==> config.mk <==
export PLATFORM = sky130hd
export DESIGN_NAME = pipeline_hazard_ctrl_flat
export DESIGN_NICKNAME = d
export VERILOG_FILES = /design/src/rtl/pipeline_hazard_ctrl_if.sv /design/src/rtl/pipeline_hazard_ctrl.sv /design/src/flat_wrapper.sv
export SDC_FILE = /design/constraint.sdc
export NUM_CORES = 1
export LEC_CHECK = 0
export CORE_ASPECT_RATIO = 0.5
export CORE_MARGIN = 1
export CORE_UTILIZATION = 55
export DETAILED_ROUTE_END_ITERATION = 7
export DONT_BUFFER_PORTS = 1
export GPL_TIMING_DRIVEN = 1
export PLACE_DENSITY = 0.66
export SLEW_MARGIN = 5
export SYNTH_ARGS = -nofsm -noshare
export SYNTH_HDL_FRONTEND = slang
export SYNTH_SLANG_ARGS = --single-unit
==> constraint.sdc <==
create_clock -name clk -period 2.1 [get_ports clk]
set_input_delay 0.42 -clock clk [delete_from_list [all_inputs] [get_ports clk]]
set_output_delay 0.42 -clock clk [all_outputs]
set_load 0.1 [all_outputs]
==> src/rtl/pipeline_hazard_ctrl_if.sv <==
// Pipeline control bundle between the datapath and the hazard controller.
// master = datapath side, slave = hazard controller.
interface pipeline_hazard_ctrl_if #(
    parameter int CNT_W = 16
);
    logic [5:0]       id_opCode;
    logic [4:0]       id_rs;
    logic [4:0]       id_rt;
    logic             ex_memRead;
    logic [4:0]       ex_rt;
    logic             ex_branch;
    logic             ex_zero;
    logic             mem_memRead;
    logic             mem_memWrite;
    logic             dmem_ready;
    logic             pc_write;
    logic             ifid_write;
    logic             ifid_flush;
    logic             idex_bubble;
    logic             pipe_write;
    logic             pc_src;
    logic             dmem_req;
    logic             hz_error;
    logic [CNT_W-1:0] stall_count;

    modport master (
        output id_opCode, id_rs, id_rt,
        output ex_memRead, ex_rt, ex_branch, ex_zero,
        output mem_memRead, mem_memWrite, dmem_ready,
        input  pc_write, ifid_write, ifid_flush, idex_bubble,
        input  pipe_write, pc_src, dmem_req, hz_error, stall_count
    );

    modport slave (
        input  id_opCode, id_rs, id_rt,
        input  ex_memRead, ex_rt, ex_branch, ex_zero,
        input  mem_memRead, mem_memWrite, dmem_ready,
        output pc_write, ifid_write, ifid_flush, idex_bubble,
        output pipe_write, pc_src, dmem_req, hz_error, stall_count
    );
endinterface

==> src/rtl/pipeline_hazard_ctrl.sv <==
// Hazard / freeze sequencer for a 5-stage MIPS pipeline.
// Load-use bubbles, taken-branch flush, dmem freeze and wait timeout.
module pipeline_hazard_ctrl #(
    parameter int TIMEOUT = 16,
    parameter int CNT_W   = 16
) (
    input  logic                  clk,
    input  logic                  reset,
    pipeline_hazard_ctrl_if.slave bus
);
    localparam int WC_W = $clog2(TIMEOUT + 1);

    typedef enum logic [1:0] {RUN, MEM_WAIT, ERROR} state_t;

    state_t           state, state_n;
    logic [WC_W-1:0]  wait_cnt, wait_n;
    logic [CNT_W-1:0] stall_q;
    logic             err_q, err_n;
    logic             stall_inc;

    logic mem_acc, freeze, uses_rt, load_use, take_br;

    always_comb begin
        uses_rt = 1'b0;
        case (bus.id_opCode)
            6'h00, 6'h04, 6'h2B: uses_rt = 1'b1;
            default:             uses_rt = 1'b0;
        endcase
    end

    assign mem_acc  = bus.mem_memRead | bus.mem_memWrite;
    assign freeze   = mem_acc & ~bus.dmem_ready;
    assign take_br  = bus.ex_branch & bus.ex_zero;
    assign load_use = bus.ex_memRead & (bus.ex_rt != 5'd0)
                    & ((bus.ex_rt == bus.id_rs)
                    | (uses_rt & (bus.ex_rt == bus.id_rt)));

    always_comb begin
        state_n          = state;
        wait_n           = wait_cnt;
        err_n            = err_q;
        stall_inc        = 1'b0;
        bus.pc_write     = 1'b0;
        bus.ifid_write   = 1'b0;
        bus.ifid_flush   = 1'b0;
        bus.idex_bubble  = 1'b0;
        bus.pipe_write   = 1'b0;
        bus.pc_src       = 1'b0;
        bus.dmem_req     = reset & mem_acc & (state != ERROR);
        if (!reset || state == ERROR) begin
            // outputs stay low; ERROR is left only through reset
        end else if (freeze) begin
            if (state == RUN) begin
                state_n = MEM_WAIT;
                wait_n  = WC_W'(1);
            end else if (wait_cnt == WC_W'(TIMEOUT - 1)) begin
                state_n = ERROR;
                err_n   = 1'b1;
            end else begin
                wait_n = wait_cnt + 1'b1;
            end
        end else begin
            state_n        = RUN;
            wait_n         = '0;
            bus.pipe_write = 1'b1;
            if (take_br) begin
                bus.pc_write    = 1'b1;
                bus.ifid_write  = 1'b1;
                bus.ifid_flush  = 1'b1;
                bus.idex_bubble = 1'b1;
                bus.pc_src      = 1'b1;
            end else if (load_use) begin
                bus.idex_bubble = 1'b1;
                stall_inc       = 1'b1;
            end else begin
                bus.pc_write   = 1'b1;
                bus.ifid_write = 1'b1;
            end
        end
    end

    always_ff @(posedge clk or negedge reset) begin
        if (!reset) begin
            state    <= RUN;
            wait_cnt <= '0;
            err_q    <= 1'b0;
            stall_q  <= '0;
        end else begin
            state    <= state_n;
            wait_cnt <= wait_n;
            err_q    <= err_n;
            if (stall_inc && stall_q != '1)
                stall_q <= stall_q + 1'b1;
        end
    end

    assign bus.hz_error    = err_q;
    assign bus.stall_count = stall_q;
endmodule

==> src/flat_wrapper.sv <==
// flat-port wrapper written by rule: the top's interface ports become plain ports
module pipeline_hazard_ctrl_flat 
#(
    parameter int TIMEOUT = 16,
    parameter int CNT_W   = 16
)
  (clk, reset, bus_id_opCode, bus_id_rs, bus_id_rt, bus_ex_memRead, bus_ex_rt, bus_ex_branch, bus_ex_zero, bus_mem_memRead, bus_mem_memWrite, bus_dmem_ready, bus_pc_write, bus_ifid_write, bus_ifid_flush, bus_idex_bubble, bus_pipe_write, bus_pc_src, bus_dmem_req, bus_hz_error, bus_stall_count);
  pipeline_hazard_ctrl_if #(.CNT_W(CNT_W)) bus_i ();
  input  logic clk;
  input  logic reset;
  input wire logic [$bits(bus_i.id_opCode)-1:0] bus_id_opCode;
  input wire logic [$bits(bus_i.id_rs)-1:0] bus_id_rs;
  input wire logic [$bits(bus_i.id_rt)-1:0] bus_id_rt;
  input wire logic [$bits(bus_i.ex_memRead)-1:0] bus_ex_memRead;
  input wire logic [$bits(bus_i.ex_rt)-1:0] bus_ex_rt;
  input wire logic [$bits(bus_i.ex_branch)-1:0] bus_ex_branch;
  input wire logic [$bits(bus_i.ex_zero)-1:0] bus_ex_zero;
  input wire logic [$bits(bus_i.mem_memRead)-1:0] bus_mem_memRead;
  input wire logic [$bits(bus_i.mem_memWrite)-1:0] bus_mem_memWrite;
  input wire logic [$bits(bus_i.dmem_ready)-1:0] bus_dmem_ready;
  output wire logic [$bits(bus_i.pc_write)-1:0] bus_pc_write;
  output wire logic [$bits(bus_i.ifid_write)-1:0] bus_ifid_write;
  output wire logic [$bits(bus_i.ifid_flush)-1:0] bus_ifid_flush;
  output wire logic [$bits(bus_i.idex_bubble)-1:0] bus_idex_bubble;
  output wire logic [$bits(bus_i.pipe_write)-1:0] bus_pipe_write;
  output wire logic [$bits(bus_i.pc_src)-1:0] bus_pc_src;
  output wire logic [$bits(bus_i.dmem_req)-1:0] bus_dmem_req;
  output wire logic [$bits(bus_i.hz_error)-1:0] bus_hz_error;
  output wire logic [$bits(bus_i.stall_count)-1:0] bus_stall_count;
  assign bus_i.id_opCode = bus_id_opCode;
  assign bus_i.id_rs = bus_id_rs;
  assign bus_i.id_rt = bus_id_rt;
  assign bus_i.ex_memRead = bus_ex_memRead;
  assign bus_i.ex_rt = bus_ex_rt;
  assign bus_i.ex_branch = bus_ex_branch;
  assign bus_i.ex_zero = bus_ex_zero;
  assign bus_i.mem_memRead = bus_mem_memRead;
  assign bus_i.mem_memWrite = bus_mem_memWrite;
  assign bus_i.dmem_ready = bus_dmem_ready;
  assign bus_pc_write = bus_i.pc_write;
  assign bus_ifid_write = bus_i.ifid_write;
  assign bus_ifid_flush = bus_i.ifid_flush;
  assign bus_idex_bubble = bus_i.idex_bubble;
  assign bus_pipe_write = bus_i.pipe_write;
  assign bus_pc_src = bus_i.pc_src;
  assign bus_dmem_req = bus_i.dmem_req;
  assign bus_hz_error = bus_i.hz_error;
  assign bus_stall_count = bus_i.stall_count;
  pipeline_hazard_ctrl #(.TIMEOUT(TIMEOUT), .CNT_W(CNT_W)) u_core (.clk(clk), .reset(reset), .bus(bus_i));
endmodule
==> results_tabular.tex <==
\begin{tabular}{lr}
\hline
Metric & Value \\
\hline
\multicolumn{2}{l}{\textbf{Placement}} \\
Placer Congestion & 0.757 \\
Buffers added on ports & 0 \\
Worst slack, placed & -0.0246 ns \\
Dpl hpwl & 2490 um \\
\multicolumn{2}{l}{\textbf{Die}} \\
Core Rows & 12 \\
Die Outline Area & 2910 um2 \\
IO Count & 53 \\
Standard cell core area & 2370 um2 \\
Die Span X & 75.3 um \\
Starting Density & 0.623 \\
Die height & 38.7 um \\
\multicolumn{2}{l}{\textbf{Job}} \\
Max-cap check violation count & 0 \\
\multicolumn{2}{l}{\textbf{Synthesis}} \\
Post-synthesis instance area & 1480 um2 \\
Number of nets in the synthesized netlist & 187 \\
Proportion of synthesized chip area in sequential cells & 0.406 \\
Xor-xnor portion of the synthesized cell area & 0.148 \\
Multiplexer area fraction after synthesis & 0.0102 \\
Synthesis warning total & 0 \\
Share of synthesized flip-flops with an asynchronous set or reset & 1.00 \\
Instance count of the mapped netlist & 155 \\
Post-synth top area share & 0.406 \\
Commonest register cell after synthesis & sky130\_fd\_sc\_hd\_\_dfrtp\_1 \\
Yosys reg bits & 24 \\
Post-synthesis simple-gate area fraction & 0.255 \\
Fraction of the mapped netlist area in compound gates & 0.119 \\
Post-synthesis share of cell area spent on full adders, half adders and majority gates & 0.0254 \\
Cell type with the largest total area after synthesis & sky130\_fd\_sc\_hd\_\_dfrtp\_1 \\
Mean cell area of the mapped netlist & 9.53 um2 \\
Count of flip-flops with a built-in enable after synthesis & 0 \\
Post-synth cell types & 37 \\
Dominant combinational cell family by area after synthesis & simple AND/OR/NAND/NOR gates \\
Ranking of synthesized cells by area & sky130\_fd\_sc\_hd\_\_dfrtp\_1 (41\%), sky130\_fd\_sc\_hd\_\_xnor2\_1 (8.9\%), sky130\_fd\_sc\_hd\_\_xor2\_1 (5.9\%) \\
\multicolumn{2}{l}{\textbf{Layout}} \\
Layout cell share with drive strength beyond 1 & 0.344 \\
Number of fill cells in the layout & 183 \\
Total Nets Final & 216 \\
Multi-input gate area & 886 um2 \\
Combined flip-flop and latch cell area & 618 um2 \\
Synth-to-Final Area Change & 28.5\% \\
Ant. Diodes & 0 \\
\multicolumn{2}{l}{\textbf{STA}} \\
Setup repair after global routing missed its margin & yes \\
Endpoints failing hold & 0 \\
Number of max-slew violations in the final report & 0 \\
Setup-violating endpoint count in the final report & 1 \\
Setup ws final & -0.00176 ns \\
Minimum clock period & 2.10 ns \\
Worst slew margin & 0.302 \\
Total negative slack for setup checks & -0.00176 ns \\
Worst clock skew & 0.00435 ns \\
Period Utilization, post-route & 1.00 \\
Slew @ Worst Pin & 1.04 ns \\
Top achievable clock speed & 476 MHz \\
\multicolumn{2}{l}{\textbf{Global route}} \\
GR Overflow Total & 0 \\
Pin count of the biggest net entering global routing & 25 \\
First-pass GRT wire length & 5140 um \\
Global routing usage summed across all routing layers & 0.250 \\
Initial antenna violation count & 0 \\
Number of global-route vias before repair & 1228 \\
\multicolumn{2}{l}{\textbf{Outcome}} \\
Run status & finished with violations \\
Violations in the final reports & setup timing \\
\multicolumn{2}{l}{\textbf{Critical path}} \\
Nature of the critical path endpoint & output port \\
Worst Setup Path Type & primary input to output port \\
Data arrival at the endpoint of the critical path & 1.68 ns \\
Worst Path Required & 1.68 ns \\
Sort of element at the start of the critical path & primary input \\
Maximum fanout along the worst path & 2 \\
\multicolumn{2}{l}{\textbf{Routing}} \\
Remaining design rule violation count & 0 \\
Drt via density & 5.81 \\
Final routed wire length divided by cell count & 15.3 um \\
Iter 0 DRT Violations & 66 \\
Via count of the routed design & 1266 \\
Detailed-route wire length & 3330 um \\
Number of nets with antenna violations after detailed routing & 0 \\
Number of search-and-repair iterations in the first detailed-routing pass & 4 \\
\multicolumn{2}{l}{\textbf{Pwr}} \\
Pleak & 0.774 nW \\
Part of the power in registers & 0.443 \\
Maximum vdd drop & 0.471 mV \\
Total power & 1.12 mW \\
Net switching fraction of the power & 0.289 \\
Switching pwr & 322 uW \\
Internal power of the cells & 794 uW \\
Power density relative to cell area & 588 nW/um2 \\
Logic pwr share & 0.195 \\
Part of the power in the clock network & 0.362 \\
\multicolumn{2}{l}{\textbf{Min path}} \\
Worst min-delay path category & primary input to register \\
\multicolumn{2}{l}{\textbf{Clocking}} \\
CTS tree & yes \\
Maximum buffer depth of the clock tree & 2 \\
Root Buffer & sky130\_fd\_sc\_hd\_\_clkbuf\_8 \\
Total number of clock tree sinks & 24 \\
Worst-Skew Late Latency & 0.27 ns \\
Register clock-pin slew on the reported worst setup and hold paths & 0.08 ns \\
CTS buffer count & 3 \\
H-tree depth & 1 \\
\hline
\end{tabular}
==> timing repair <==
item	in CTS	in global routing
hold buffers	1	0
endpoints found under the setup margin	1	1
setup buffers	0	1
pin swaps	0	3
endpoints found under the hold margin	24	0
resized for setup	0	3
cloned	0	0
==> cell usage in the layout (no fill, tap or decap), drive strengths merged <==
cell type / n
inv: 7
nand2: 14
or4: 2
nor2: 12
bufinv: 1
o41ai: 1
nor2b: 1
nor3: 4
mux2: 1
o211a: 1
and4: 1
and3: 3
ha: 3
dlygate4sd3: 1
nand3: 13
nand2b: 1
a32o: 1
or3: 1
a22o: 1
nand4: 7
a31oi: 2
nor4: 5
o21ai: 7
buf: 27
dfrtp: 24
xnor2: 15
o211ai: 3
nor3b: 1
a21oi: 4
xor2: 10
o21bai: 3
or2: 1
o31ai: 2
clkbuf: 3
==> area by class of cell <==
type                            instances  share of cell area
Clock inverter                          1              0.0158
Tap cell                               35              0.0231
Inverter                                7              0.0138
Multi-Input combinational cell        120               0.466
Sequential cell                        24               0.325
Timing Repair Buffer                   28               0.134
Clock buffer                            3              0.0217
==> routing by layer <==
layer  wire, um  GRT usage  up-vias
li1           -          -      612
met1       1320      0.264      580
met2       1670      0.487       65
met3        300     0.0807        9
met4         48     0.0741        0
met5          0          0        -
==> logic make-up after synthesis <==
family,count (synthesis)
simple gates,66
compound gates,25
xor+xnor,25
flops,24
buf+inv,11
fa+ha+maj,3
mux,1
==> path summary, 6_finish.rpt <==
kind	startpoint	to	slack, ns	depth (start not counted)
setup / recovery	bus_id_opCode[1]	bus_idex_bubble	-0.002	7
hold / removal	reset	u_core.state[1]$_DFFE_PN0P_	0.25	1
setup reg to reg	u_core.wait_cnt[0]$_DFFE_PN0P_	u_core.wait_cnt[3]$_DFFE_PN0P_	0.16	8
hold reg to reg	u_core.bus.hz_error$_DFFE_PN0P_	u_core.bus.hz_error$_DFFE_PN0P_	0.49	1
max in group asynchronous	reset	u_core.bus.stall_count[0]$_DFFE_PN0P_	0.62	1
min in group asynchronous	reset	u_core.bus.hz_error$_DFFE_PN0P_	0.78	1
==> critical path, stage by stage <==
cell and delay [ns]:
sky130_fd_sc_hd__or4_4 0.51, sky130_fd_sc_hd__o21ai_2 0.07, sky130_fd_sc_hd__nand3_2 0.08, sky130_fd_sc_hd__nand2_2 0.08, sky130_fd_sc_hd__o211ai_1 0.13, sky130_fd_sc_hd__a21oi_4 0.19
sky130_fd_sc_hd__buf_12 0.19
==> registers in the layout (all words and copies together) (netlist names) <==
signal and flops:
u_core.bus.stall_count 16, u_core.state 2, u_core.bus.hz_error 1, u_core.wait_cnt 5
==> cells in the mapped netlist, types with 2 or more instances <==
| master | instances |
|---|---|
| sky130_fd_sc_hd__buf_4 | 3 |
| sky130_fd_sc_hd__dfrtp_1 | 24 |
| sky130_fd_sc_hd__o21ai_0 | 6 |
| sky130_fd_sc_hd__nand3_1 | 11 |
| sky130_fd_sc_hd__a21oi_1 | 3 |
| sky130_fd_sc_hd__a31oi_1 | 2 |
| sky130_fd_sc_hd__nand2_1 | 14 |
| sky130_fd_sc_hd__nand4_1 | 7 |
| sky130_fd_sc_hd__xor2_1 | 10 |
| sky130_fd_sc_hd__and3_1 | 3 |
| sky130_fd_sc_hd__xnor2_1 | 15 |
| sky130_fd_sc_hd__inv_1 | 7 |
| sky130_fd_sc_hd__nand3_2 | 2 |
| sky130_fd_sc_hd__nor2_1 | 12 |
| sky130_fd_sc_hd__nor3_1 | 4 |
| sky130_fd_sc_hd__o31ai_1 | 2 |
| sky130_fd_sc_hd__o211ai_1 | 3 |
| sky130_fd_sc_hd__nor4_1 | 4 |
| sky130_fd_sc_hd__ha_1 | 3 |
| sky130_fd_sc_hd__o21bai_1 | 3 |
==> metrics by stage <==
| step | std cells | hold slack [ns] | instance area [um2] | utilization |
|---|---|---|---|---|
| global route | 218 | 0.253 | 1900 | 0.801 |
| global placement | 212 | 0.125 | 1800 | 0.758 |
| finish | 218 | 0.254 | 1900 | 0.801 |
| CTS | 217 | 0.251 | 1880 | 0.793 |
| floorplan | 155 | 0.124 | 1580 | - |
| detailed placement | 212 | 0.125 | 1800 | 0.758 |
==> power groups by stage <==
stage | clock [mW] | combinational (mW) | sequential [mW]
after global placement | 0 | 0.202 | 0.503
after floorplan | 0 | 0.136 | 0.539
final | 0.404 | 0.218 | 0.495
after detailed placement | 0 | 0.206 | 0.503
after CTS | 0.411 | 0.218 | 0.494
after global routing | 0.426 | 0.232 | 0.496
No activity file was read; power rests on OpenSTA's default activity.
